`config.mk`:
```
export PLATFORM = sky130hd
export DESIGN_NAME = cisr_row_decoder
export DESIGN_NICKNAME = d
export VERILOG_FILES = /design/src/rtl/cisr_row_decoder.sv
export SDC_FILE = /design/constraint.sdc
export NUM_CORES = 2
export LEC_CHECK = 0
export BUFFER_PORTS_ARGS = -buffer_cell sky130_fd_sc_hd__buf_2
export CORE_MARGIN = 2
export CORE_UTILIZATION = 39
export DETAILED_ROUTE_END_ITERATION = 12
export SKIP_LAST_GASP = 1
export SYNTH_ARGS = -nofsm -noshare
export SYNTH_HDL_FRONTEND = slang
export SYNTH_SLANG_ARGS = --single-unit
```
`constraint.sdc`:
```
create_clock -name clk -period 53.4 [get_ports clk]
set_input_delay 10.68 -clock clk [delete_from_list [all_inputs] [get_ports clk]]
set_output_delay 10.68 -clock clk [all_outputs]
set_load 0.02 [all_outputs]
```
`src/rtl/cisr_row_decoder.sv`:
```
// ----------------------------------------------------------------------------
// cisr_row_decoder
//
// Assigns matrix row IDs to the NUM_CH channels of a CISR sparse
// matrix-vector engine and tags every nonzero a channel consumes with the row
// it belongs to.
//
// Each channel pops a row length from its row-length FIFO whenever it needs a
// new row. It can need one either because it is idle, or because it is
// consuming the last element of its current row in this cycle (back-to-back).
// Row IDs are handed out in ascending channel order from one global counter.
//
// Ports
//   clk            clock, rising edge
//   rst_n          synchronous active-low reset
//   spmv_init      synchronous clear, same effect as reset
//   num_rows       total matrix rows, sampled on start
//   start          one-cycle pulse that begins decoding (ignored while busy)
//   row_len_in     head of each channel's row-length FIFO, channel c at
//                  [c*DATA_W +: DATA_W]
//   row_len_valid  per-channel FIFO non-empty
//   row_len_pop    per-channel FIFO pop (combinational)
//   elem_adv       per-channel: one nonzero consumed this cycle
//   row_id_out     registered row ID of each channel's last advanced element,
//                  channel c at [c*DIM_W +: DIM_W]
//   busy           high from start until done
//   dec_done       one-cycle completion pulse
//   adv_err        sticky per-channel flag: elem_adv with no active row
// ----------------------------------------------------------------------------
module cisr_row_decoder #(
    parameter int NUM_CH = 16,
    parameter int DATA_W = 32,
    parameter int DIM_W  = 10
) (
    input  logic                     clk,
    input  logic                     rst_n,
    input  logic                     spmv_init,
    input  logic [DIM_W:0]           num_rows,
    input  logic                     start,
    input  logic [NUM_CH*DATA_W-1:0] row_len_in,
    input  logic [NUM_CH-1:0]        row_len_valid,
    output logic [NUM_CH-1:0]        row_len_pop,
    input  logic [NUM_CH-1:0]        elem_adv,
    output logic [NUM_CH*DIM_W-1:0]  row_id_out,
    output logic                     busy,
    output logic                     dec_done,
    output logic [NUM_CH-1:0]        adv_err
);

    localparam logic [0:0]        ST_IDLE   = 1'b0;
    localparam logic [0:0]        ST_ACTIVE = 1'b1;
    localparam logic [DATA_W-1:0] REM_ZERO  = '0;
    localparam logic [DATA_W-1:0] REM_ONE   = DATA_W'(1);
    localparam logic [DIM_W:0]    CNT_ONE   = (DIM_W+1)'(1);

    // Per-channel state
    logic [NUM_CH-1:0]              r_state;
    logic [NUM_CH-1:0][DATA_W-1:0]  r_rem;
    logic [NUM_CH-1:0][DIM_W-1:0]   r_row;
    logic [NUM_CH-1:0][DIM_W-1:0]   r_row_id_out;
    logic [NUM_CH-1:0]              r_adv_err;

    // Global state
    logic                           r_busy;
    logic                           r_dec_done;
    logic [DIM_W:0]                 r_next_row;
    logic [DIM_W:0]                 r_num_rows;

    logic                           w_clear;
    logic [DIM_W:0]                 w_rows_left;
    logic [NUM_CH-1:0]              w_req;
    logic [NUM_CH-1:0]              w_gnt;
    logic [NUM_CH-1:0][DIM_W-1:0]   w_id;
    logic [DIM_W:0]                 w_gcnt;
    logic                           w_all_idle;
    logic                           w_done_cond;

    assign w_clear     = !rst_n || spmv_init;
    // next_row never passes num_rows, so this cannot underflow.
    assign w_rows_left = r_num_rows - r_next_row;

    // Grant in ascending channel order. The running grant count is also the
    // row offset for the channel being examined; once the rows left are used
    // up every higher requester simply waits.
    always_comb begin
        logic [DIM_W:0] v_cnt;
        v_cnt      = '0;
        w_req      = '0;
        w_gnt      = '0;
        w_id       = '0;
        w_all_idle = 1'b1;
        for (int unsigned c = 0; c < NUM_CH; c++) begin
            if (r_state[c] != ST_IDLE) begin
                w_all_idle = 1'b0;
            end
            w_req[c] = r_busy && row_len_valid[c] && (r_next_row < r_num_rows) &&
                       ((r_state[c] == ST_IDLE) ||
                        ((r_state[c] == ST_ACTIVE) && (r_rem[c] == REM_ONE) && elem_adv[c]));
            if (w_req[c] && (v_cnt < w_rows_left)) begin
                w_gnt[c] = 1'b1;
                w_id[c]  = r_next_row[DIM_W-1:0] + v_cnt[DIM_W-1:0];
                v_cnt    = v_cnt + CNT_ONE;
            end
        end
        w_gcnt = v_cnt;
    end

    assign w_done_cond = r_busy && (r_next_row == r_num_rows) && w_all_idle;

    always_ff @(posedge clk) begin
        if (w_clear) begin
            r_state      <= '0;
            r_rem        <= '0;
            r_row        <= '0;
            r_row_id_out <= '0;
            r_adv_err    <= '0;
            r_busy       <= 1'b0;
            r_dec_done   <= 1'b0;
            r_next_row   <= '0;
            r_num_rows   <= '0;
        end else begin
            for (int unsigned c = 0; c < NUM_CH; c++) begin
                if (elem_adv[c]) begin
                    if (r_state[c] == ST_ACTIVE) begin
                        r_row_id_out[c] <= r_row[c];
                        r_rem[c]        <= r_rem[c] - REM_ONE;
                        if (r_rem[c] == REM_ONE) begin
                            r_state[c] <= ST_IDLE;
                        end
                    end else begin
                        r_adv_err[c] <= 1'b1;
                    end
                end
                // A grant overrides the decrement above: on a back-to-back
                // grant the last element of the old row is still tagged with
                // the old ID while the new row is loaded.
                if (w_gnt[c]) begin
                    r_rem[c] <= row_len_in[c*DATA_W +: DATA_W];
                    if (row_len_in[c*DATA_W +: DATA_W] != REM_ZERO) begin
                        r_state[c] <= ST_ACTIVE;
                        r_row[c]   <= w_id[c];
                    end else begin
                        r_state[c] <= ST_IDLE;
                    end
                end
            end

            r_dec_done <= w_done_cond;
            if (w_done_cond) begin
                r_busy <= 1'b0;
            end else if (!r_busy) begin
                if (start) begin
                    r_busy     <= 1'b1;
                    r_next_row <= '0;
                    r_num_rows <= num_rows;
                end
            end else begin
                r_next_row <= r_next_row + w_gcnt;
            end
        end
    end

    assign row_len_pop = w_clear ? '0 : w_gnt;
    assign row_id_out  = r_row_id_out;
    assign busy        = r_busy;
    assign dec_done    = r_dec_done;
    assign adv_err     = r_adv_err;

endmodule

```
==> metrics.log <==
INFO  metric run_status = finished, final reports clean
INFO  metric initialDrtViolationCount = 2,578
INFO  metric cell_area_after_technology_mapping = around 50,000 sq um
INFO  metric timing.critical_path.fanout_max = 18
INFO  metric final_min_period_over_clock_period = 96.53%
INFO  metric grt_start_max_net_pins = 131
INFO  metric design.portCount = 753
INFO  metric worst_path_largest_cell_delay = 530 ps
INFO  metric cts_tree = built
INFO  metric power.leakage = between 20 and 25 nW
INFO  metric synth.distinct_cells = 104
INFO  metric hold_class = reg -> reg
INFO  metric worst_ir_drop_vdd = 0.02172 mV
INFO  metric timing.max_slew.rel_slack = 11.86%
INFO  metric insertion_delay = roughly 720 ps
INFO  metric setup_viol = 0
INFO  metric synth_top_cell_area_share = 35.63%
INFO  metric drive_gt1_share = 17.21%
INFO  metric layout_common_cells = 1,027 x nor2_1, 878 x dfxtp_1, 751 x buf_2
INFO  metric synth.yosys.seq_area_share = 35.63%
INFO  metric yosysWarnings = 0
INFO  metric hold_buffers = 0
INFO  metric grtUsageMet1 = 29.58%
INFO  metric cts.reportedPaths.clkPinSlew = 60 ps
INFO  metric initial_core_util = 39.23%
INFO  metric netlist_top_cells_area = dfxtp_1 36%, a211oi_1 7.8%, nor2_1 7.8%
INFO  metric grt_util_met2 = 39.16%
INFO  metric cts_root_buf = clkbuf_16
INFO  metric detailedPlace.worstSlack = -1491 ps
INFO  metric first_pass_grt_wire_length = 245.3 mm
INFO  metric layout.nets = 7,642
INFO  metric critical_path_class = in -> out
INFO  metric die_h = 361.7 microns
INFO  metric port_buffers = 752
INFO  metric postRouteAntennaNets = 0
INFO  metric drtPass1Iterations = 5
INFO  metric dr_total_vias = 45,990
INFO  metric floorplan.die_area = 130,800 sq um
INFO  metric element_type_at_the_critical_path_end = output pin
INFO  metric post_synth.cell_area_avg = roughly 8.2 sq um
INFO  metric power.total = 1.568 mW
INFO  metric synth_ff_type = dfxtp_1
INFO  metric setup.worst_path.start_class = input pin
INFO  metric drt-vias-per-instance = 5.374
INFO  metric final_hold_violation_count = 0
INFO  metric crit_required = 42,720 ps
INFO  metric fin_worst_hold_slack = 440.5 ps
INFO  metric maxSlewViolCount = 0
INFO  metric grt_pass1_vias = about 44,000
INFO  metric synth_cells = 6,097
INFO  metric die_x = 361.7 microns
INFO  metric worst-slew-pin-transition = 1308 ps
INFO  metric syn2layout_area_growth = 19.60%
INFO  metric layout_commonest_cell = nor2_1
INFO  metric timing.critical_path.arrival = 40,870 ps
INFO  metric power_density = 26.27 nW/um^2
INFO  metric htree_levels = 3
INFO  metric layout_setup_ws = 1854 ps
INFO  metric synth_area_leader_cell = dfxtp_1
INFO  metric antenna_found_initial = 21
INFO  metric use_met3 = 4.558%
INFO  metric asyncSetResetFlopFracSynth = 0%
INFO  metric overflow = 0
INFO  metric cts-root-to-sink-buffers = 3
INFO  metric busiest_layer = met2
INFO  metric globalRouteTotalUtil = approximately a quarter
INFO  metric clock-skew-final = approximately 38 ps
INFO  metric max-cap-violations = 0
INFO  metric time_the_final_worst_path_needs_with_i_o_delays_and_setup = slightly above 50,000 ps
INFO  metric cts.sink_count = 888
INFO  metric post_drt_wl_per_cell = 18.65 microns
INFO  metric slowest_stage_cell_crit_path = o41a_2
INFO  metric detailedPlacementHpwl = 116.7 mm
INFO  metric placeableCoreArea = 127,200 sq um
INFO  metric clock.fmax = just under 20 MHz
INFO  metric numCtsBuffers = 102
INFO  metric gpl.final_weighted_congestion = slightly below 0.9
INFO  metric timing.critical_path.mode_cell = ha_1
INFO  metric detail_route.wirelength = 159.6 mm
INFO  metric final_routed_drc_violation_total = 0
INFO  metric synth_enable_flop_cells = 0
INFO  metric synth.ff_latch_count = a little under 900
INFO  metric std_cell_rows = approximately 130
## flip-flops by register name, summed over array words and instances, names as in the netlist
| signal | flops |
|---|---|
| r_next_row | 11 |
| adv_err | 16 |
| row_id_out | 160 |
| busy | 1 |
| r_num_rows | 11 |
| r_rem | 512 |
| r_state | 16 |
| r_row | 160 |
| dec_done | 1 |
## per-stage QoR
stage          TNS (ps)  instance area [sq um]  instances  utilization (%)
2_1_floorplan         0                  50120       6156                -
3_3_place_gp     -696.3                  55470       8337            43.61
3_5_place_dp      -1491                  55470       8337            43.61
4_1_cts               0                  59090       8524            46.46
5_1_grt          -258.6                  59670       8555            46.92
6_report              0                  59680       8558            46.92
## final cells by class
type | count | area [sq um]
antenna | 6 | 15.01
clock buffer | 151 | 3008
clock inverter | 33 | 467.9
fill | 12680 | 67510
inverter | 165 | 619.3
multi-input combinational | 4805 | 31080
sequential | 888 | 17790
tap | 1662 | 2079
timing repair buffer | 848 | 4626
## where the power goes
group,switching [mW],internal [mW]
logic,0.105,0.0625
registers,0.00628,0.669
clock network,0.292,0.433
## Yosys cell counts (all sizes together) (10+ instances only)
master  count
or2        34
nor2     1032
o21bai     34
nand3b     14
a21o       74
a21oi     338
xnor2     447
o21a       20
mux2i     118
nor2b      42
o21ai      84
ha        258
nor4      255
a211oi    521
a311oi     25
inv       163
a31oi      14
o31ai      10
or4        69
dfxtp     888
a22oi      10
o211ai     11
nor3      179
nand2b     48
nand3      57
and3       24
nand2     564
clkbuf    278
nand4      68
and2       28
or3        54
xor2      185
fa         15
buf        20
nor3b      10
## repair_timing
item | 4_1_cts | 5_1_grt
pin swaps | 3 | 23
setup endpoints to repair | 1 | 2
setup buffers | 3 | 24
resized for setup | 27 | 78
gates cloned | 0 | 4
## logic make-up (layout without fill, tap and decap cells)
logic type | count (synthesis) | count (layout) | synth area share, %
AO/OA/AOI/OAI | 1205 | 1205 | 16.35
XOR/XNOR | 637 | 637 | 11.61
adder cells (fa/ha/maj) | 274 | 274 | 7.091
buffers and inverters | 463 | 1197 | 3.508
flip-flops | 888 | 888 | 35.63
multiplexers | 122 | 122 | 2.482
other | 1 | 66 | 0.007515
AND/OR/NAND/NOR | 2507 | 2507 | 23.33
## worst max-delay path, delay by kind of cell
kind,cells,cell delay (ps)
mux,3,840
simple gates,59,9020
compound gates,69,12390
fa+ha+maj,14,4050
xor+xnor,6,1160
buf+inv,19,2610
## final timing paths
kind / start / endpoint / slack [ps] / depth (start not counted)
worst min register to register: r_row[66] / row_id_out[66] / 440 / 2
worst min-delay path: r_row[66] / row_id_out[66] / 440 / 2
worst max register to register: r_next_row[4] / r_next_row[10] / 17430 / 187
worst max-delay path: elem_adv[0] / row_len_pop[15] / 1850 / 170
## layer usage
layer  wire length, microns  up-vias
met1                  70430    21600
met4                   6303       16
li1                       -    23040
met2                  74350     1048
met5                    108        -
met3                   8452      285
Note: power is estimated with default switching activity, not from simulation.
